$ cat src/rtl/ext_pkg.sv
// Shared extension-mode encodings, default datapath widths and the extend helper
// reused by the decode immediate path and the branch-offset path.
package ext_pkg;

    localparam logic EXT_ZERO = 1'b0;
    localparam logic EXT_SIGN = 1'b1;

    localparam int IMM_W  = 16;
    localparam int WORD_W = 32;

    // Pure bit replication: upper bits are the input MSB when signing, zero otherwise.
    function automatic logic [WORD_W-1:0] ext_fn(input logic [IMM_W-1:0] x, input logic op);
        return {{(WORD_W-IMM_W){(op == EXT_SIGN) & x[IMM_W-1]}}, x};
    endfunction

endpackage

$ cat src/rtl/ext.sv
// Immediate extender: zero/sign-extends imm16 to OUT_W bits, registered for 1-cycle latency.
// No back-pressure; a new immediate is accepted every cycle in_valid is high.
module ext
    import ext_pkg::*;
#(
    parameter int IN_W  = IMM_W,
    parameter int OUT_W = WORD_W
) (
    input  logic             clk,
    input  logic             rst_n,
    input  logic [IN_W-1:0]  imm16,
    input  logic             ExtOp,
    input  logic             in_valid,
    output logic [OUT_W-1:0] imm32,
    output logic             out_valid
);

    logic [OUT_W-1:0] w_ext;
    logic [OUT_W-1:0] r_imm32;
    logic             r_out_valid;

    generate
        if (OUT_W > IN_W) begin : g_wide
            assign w_ext = {{(OUT_W-IN_W){(ExtOp == EXT_SIGN) & imm16[IN_W-1]}}, imm16};
        end else begin : g_same
            // Equal widths leave nothing to extend, so the mode bit has no effect.
            assign w_ext = imm16;
        end
    endgenerate

    always_ff @(posedge clk or negedge rst_n) begin
        if (!rst_n) begin
            r_imm32     <= '0;
            r_out_valid <= 1'b0;
        end else begin
            r_out_valid <= in_valid;
            if (in_valid) begin
                r_imm32 <= w_ext;
            end
        end
    end

    assign imm32     = r_imm32;
    assign out_valid = r_out_valid;

endmodule

$ cat config.mk
export PLATFORM = sky130hd
export DESIGN_NAME = ext
export DESIGN_NICKNAME = d
export VERILOG_FILES = /design/src/rtl/ext_pkg.sv /design/src/rtl/ext.sv
export SDC_FILE = /design/constraint.sdc
export NUM_CORES = 1
export LEC_CHECK = 0
export BUFFER_PORTS_ARGS = -buffer_cell sky130_fd_sc_hd__buf_4
export CORE_MARGIN = 4
export CORE_UTILIZATION = 43
export CTS_BUF_LIST = sky130_fd_sc_hd__clkbuf_8
export CTS_CLUSTER_DIAMETER = 150
export DETAILED_ROUTE_END_ITERATION = 8
export PLACE_DENSITY = 0.77
export SLEW_MARGIN = 20
export SYNTH_ARGS = -nofsm -noshare
export SYNTH_HDL_FRONTEND = slang
export SYNTH_SLANG_ARGS = --single-unit
$ cat constraint.sdc
create_clock -name clk -period 0.9 [get_ports clk]
set_input_delay 0.09 -clock clk [delete_from_list [all_inputs] [get_ports clk]]
set_output_delay 0.09 -clock clk [all_outputs]
set_load 0.02 [all_outputs]
==> impl_table.tex <==
\begin{tabular}{lr}
\hline
Metric & Value \\
\hline
\multicolumn{2}{l}{\textbf{Yosys}} \\
Sequential area share after synthesis & 55.0\% \\
Xor/xnor cell area share of the yosys netlist & 0\% \\
Summed instance area of the synthesized netlist & 818 sq um \\
Complex-gate fraction of the synthesized area & 0.612\% \\
Multiplexer share of the synthesized area & 25.7\% \\
Distinct cells, synth & 9 \\
Largest family of logic cells by synthesized area & multiplexers \\
Arithmetic-cell share of the synthesized area counting full adders, half adders and majority gates & 0\% \\
Post-Syn Instances & 54 \\
YS warnings & 0 \\
Post-synthesis net count & 74 \\
Flip-flop and latch count after synthesis & 18 \\
Mean area per synthesized cell & 15.2 sq um \\
Simple-gate area share of the yosys netlist & 0.612\% \\
\multicolumn{2}{l}{\textbf{Worst setup path}} \\
Crit path launch type & flip-flop \\
Critical path buffer and inverter count & 2 \\
Critical path's slowest cell & sky130\_fd\_sc\_hd\_\_dfrtp\_2 \\
Critical path, cell by cell & buf\_6 -> buf\_4 \\
Critical path fanouts, max & 8 \\
Category of the critical setup timing path & flip-flop to output port \\
Sort of element at the end of the critical path & output port \\
Largest incremental delay on the critical path & 0.41 ns \\
CP top delay family & flip-flops \\
Arrival @ worst endpoint & 0.95 ns \\
Req. time, crit path & 0.81 ns \\
\multicolumn{2}{l}{\textbf{Floorplan}} \\
Number of placed I/O pins & 53 \\
Die Footprint & 2670 sq um \\
Area of the core & 1760 sq um \\
Row count & 15 \\
Height of the chip & 51.6 um \\
Initial Utilization & 46.4\% \\
Die boundary width & 51.6 um \\
\multicolumn{2}{l}{\textbf{Clocking}} \\
Clock sink count & 18 \\
Reg clk slew, reported paths & 0.07 ns \\
Clock H-tree levels & 1 \\
Largest buffer count on any clock path & 2 \\
Clk Latency, worst-skew pair & 0.24 ns \\
Clock tree from TritonCTS & built \\
Clock buffer count from CTS & 3 \\
Root buffer cell & sky130\_fd\_sc\_hd\_\_clkbuf\_8 \\
\multicolumn{2}{l}{\textbf{Global route}} \\
Maximum number of pins on one net before global-route repair & 20 \\
Vias in the first global route & 591 \\
Grt total ovfl & 0 \\
Total routing usage reported by global routing & 12.7\% \\
Number of antenna violations at the first check in global routing & 0 \\
Global-route wire length before repair & 2580 um \\
\multicolumn{2}{l}{\textbf{Timing}} \\
Max frequency & 0.963 GHz \\
Time the worst path needs with I/O delays and setup & 1.04 ns \\
Unrepaired setup endpoints after global routing & true \\
Total count of max-transition violations in the final report & 0 \\
Pin slew with the least headroom to its limit & 0.266 ns \\
Final Cycle Share & 115\% \\
Final setup violation count & 16 \\
Rel. slew slack & 82.3\% \\
Final worst-path setup slack & -0.138 ns \\
Sum Neg Setup Slack & -2.10 ns \\
Final hold slack & 0.0740 ns \\
Final hold violation count & 0 \\
Worst Skew & 0 ns \\
\multicolumn{2}{l}{\textbf{Route}} \\
Per-cell routed wire length & 13.7 um \\
Antenna viol nets, final & 0 \\
Routed vias/inst & 4.45 \\
Detailed-route DRC error count & 0 \\
Initial DRT Pass Iterations & 2 \\
Initial DRC count & 7 \\
Routed WL & 1650 um \\
Via count & 539 \\
\multicolumn{2}{l}{\textbf{Layout}} \\
Most frequent cells in the layout & sky130\_fd\_sc\_hd\_\_buf\_4, sky130\_fd\_sc\_hd\_\_buf\_6, sky130\_fd\_sc\_hd\_\_dfrtp\_1, sky130\_fd\_sc\_hd\_\_mux2\_4, sky130\_fd\_sc\_hd\_\_mux2\_2 \\
Total area of sequential cells & 452 sq um \\
Diode insertion count for antenna repair & 0 \\
Share of post-route cells with drive strength above 1 & 78.1\% \\
Final net count & 117 \\
Final core occ & 70.8\% \\
Multi-input combinational cell area & 220 sq um \\
Most frequent standard cell in the layout excluding fill and tap cells & sky130\_fd\_sc\_hd\_\_buf\_4 \\
Area growth syn-to-layout & 52.6\% \\
Count of filler cells inserted in the layout & 127 \\
\multicolumn{2}{l}{\textbf{Run}} \\
Number of max-capacitance violations reported & 0 \\
\multicolumn{2}{l}{\textbf{Run status}} \\
Outcome & complete, but fails checks \\
Violations in the final reports & setup timing \\
\multicolumn{2}{l}{\textbf{Pwr}} \\
Areal power density over the cells & 1790 nW/um\^{}2 \\
Static leakage & 0.634 nW \\
Max IR drop VDD & 1000 uV \\
\multicolumn{2}{l}{\textbf{Placed design}} \\
Gpl congestion & 0.649 \\
Detailed Place HPWL & 1230 um \\
IO Port Bufs & 52 \\
\multicolumn{2}{l}{\textbf{Worst hold path}} \\
Class of the worst hold path & primary input to flip-flop \\
\hline
\end{tabular}
[final timing paths]
| path | depth (start not counted) | from | to | slack (ns) |
|---|---|---|---|---|
| setup / recovery | 2 | imm32[16] | imm32[28] | -0.14 |
| hold / removal | 2 | imm16[7] | imm32[7] | 0.07 |
| setup reg to reg | 3 | imm32[16] | imm32[16] | 0.11 |
| max in group asynchronous | 2 | rst_n | imm32[16] | 0.45 |
| hold reg to reg | 1 | imm32[2] | imm32[2] | 0.52 |
| min in group asynchronous | 2 | rst_n | imm32[2] | 0.24 |
[cell usage after synthesis, drive strengths merged]
master,n,share of area (%)
o21ai,1,0.61
buf,17,18
nand3,1,0.61
dfrtp,18,55
mux2,16,26
inv,1,0.46
[per-layer routing]
metal	GRT usage [%]	vias up	routed length [um]
met2	23.1	35	827
li1	-	248	-
met1	14.4	256	617
met5	0	-	0
met3	4.30	0	209
met4	2.62	0	0
[what timing repair did]
action,4_1_cts,5_1_grt
endpoints found under the setup margin,16,30
resized for setup,6,15
hold endpoints to repair,18,0
setup buffers,2,0
pin swaps,0,0
hold buffers,1,0
[power by group]
group | internal (mW) | switching, mW
registers | 0.888 | 0.0565
logic | 0.360 | 0.301
clock network | 0.387 | 0.245
total | 1.64 | 0.602
[flip-flops by register name (all words and copies together), names as in the netlist]
name	cells
imm32	17
out_valid	1
[metrics by stage]
| step | setup slack (ns) | std cells | instance area, sq um | power, mW |
|---|---|---|---|---|
| after CTS | -0.140 | 121 | 1190 | 2.21 |
| after floorplan | 0.0653 | 54 | 820 | 1.32 |
| after global routing | -0.176 | 121 | 1250 | 2.34 |
| final | -0.138 | 121 | 1250 | 2.24 |
| after detailed placement | 0.0429 | 114 | 1100 | 1.54 |
| after global placement | 0.0634 | 114 | 1100 | 1.53 |
[layout make-up]
cell class	count	share of cell area [%]
clock buffer	4	4.41
inverter	1	0.301
multi-input combinational	18	17.6
sequential	18	36.2
tap	25	2.51
timing repair buffer	55	39.0
[kinds of logic (layout without fill, tap and decap cells)]
logic type	Yosys count	in the layout
buffers and inverters	18	60
DFF	18	18
AOI/OAI and AO/OA	1	1
muxes	16	16
and+or+nand+nor	1	1
Power figures use the tool's default switching activity.
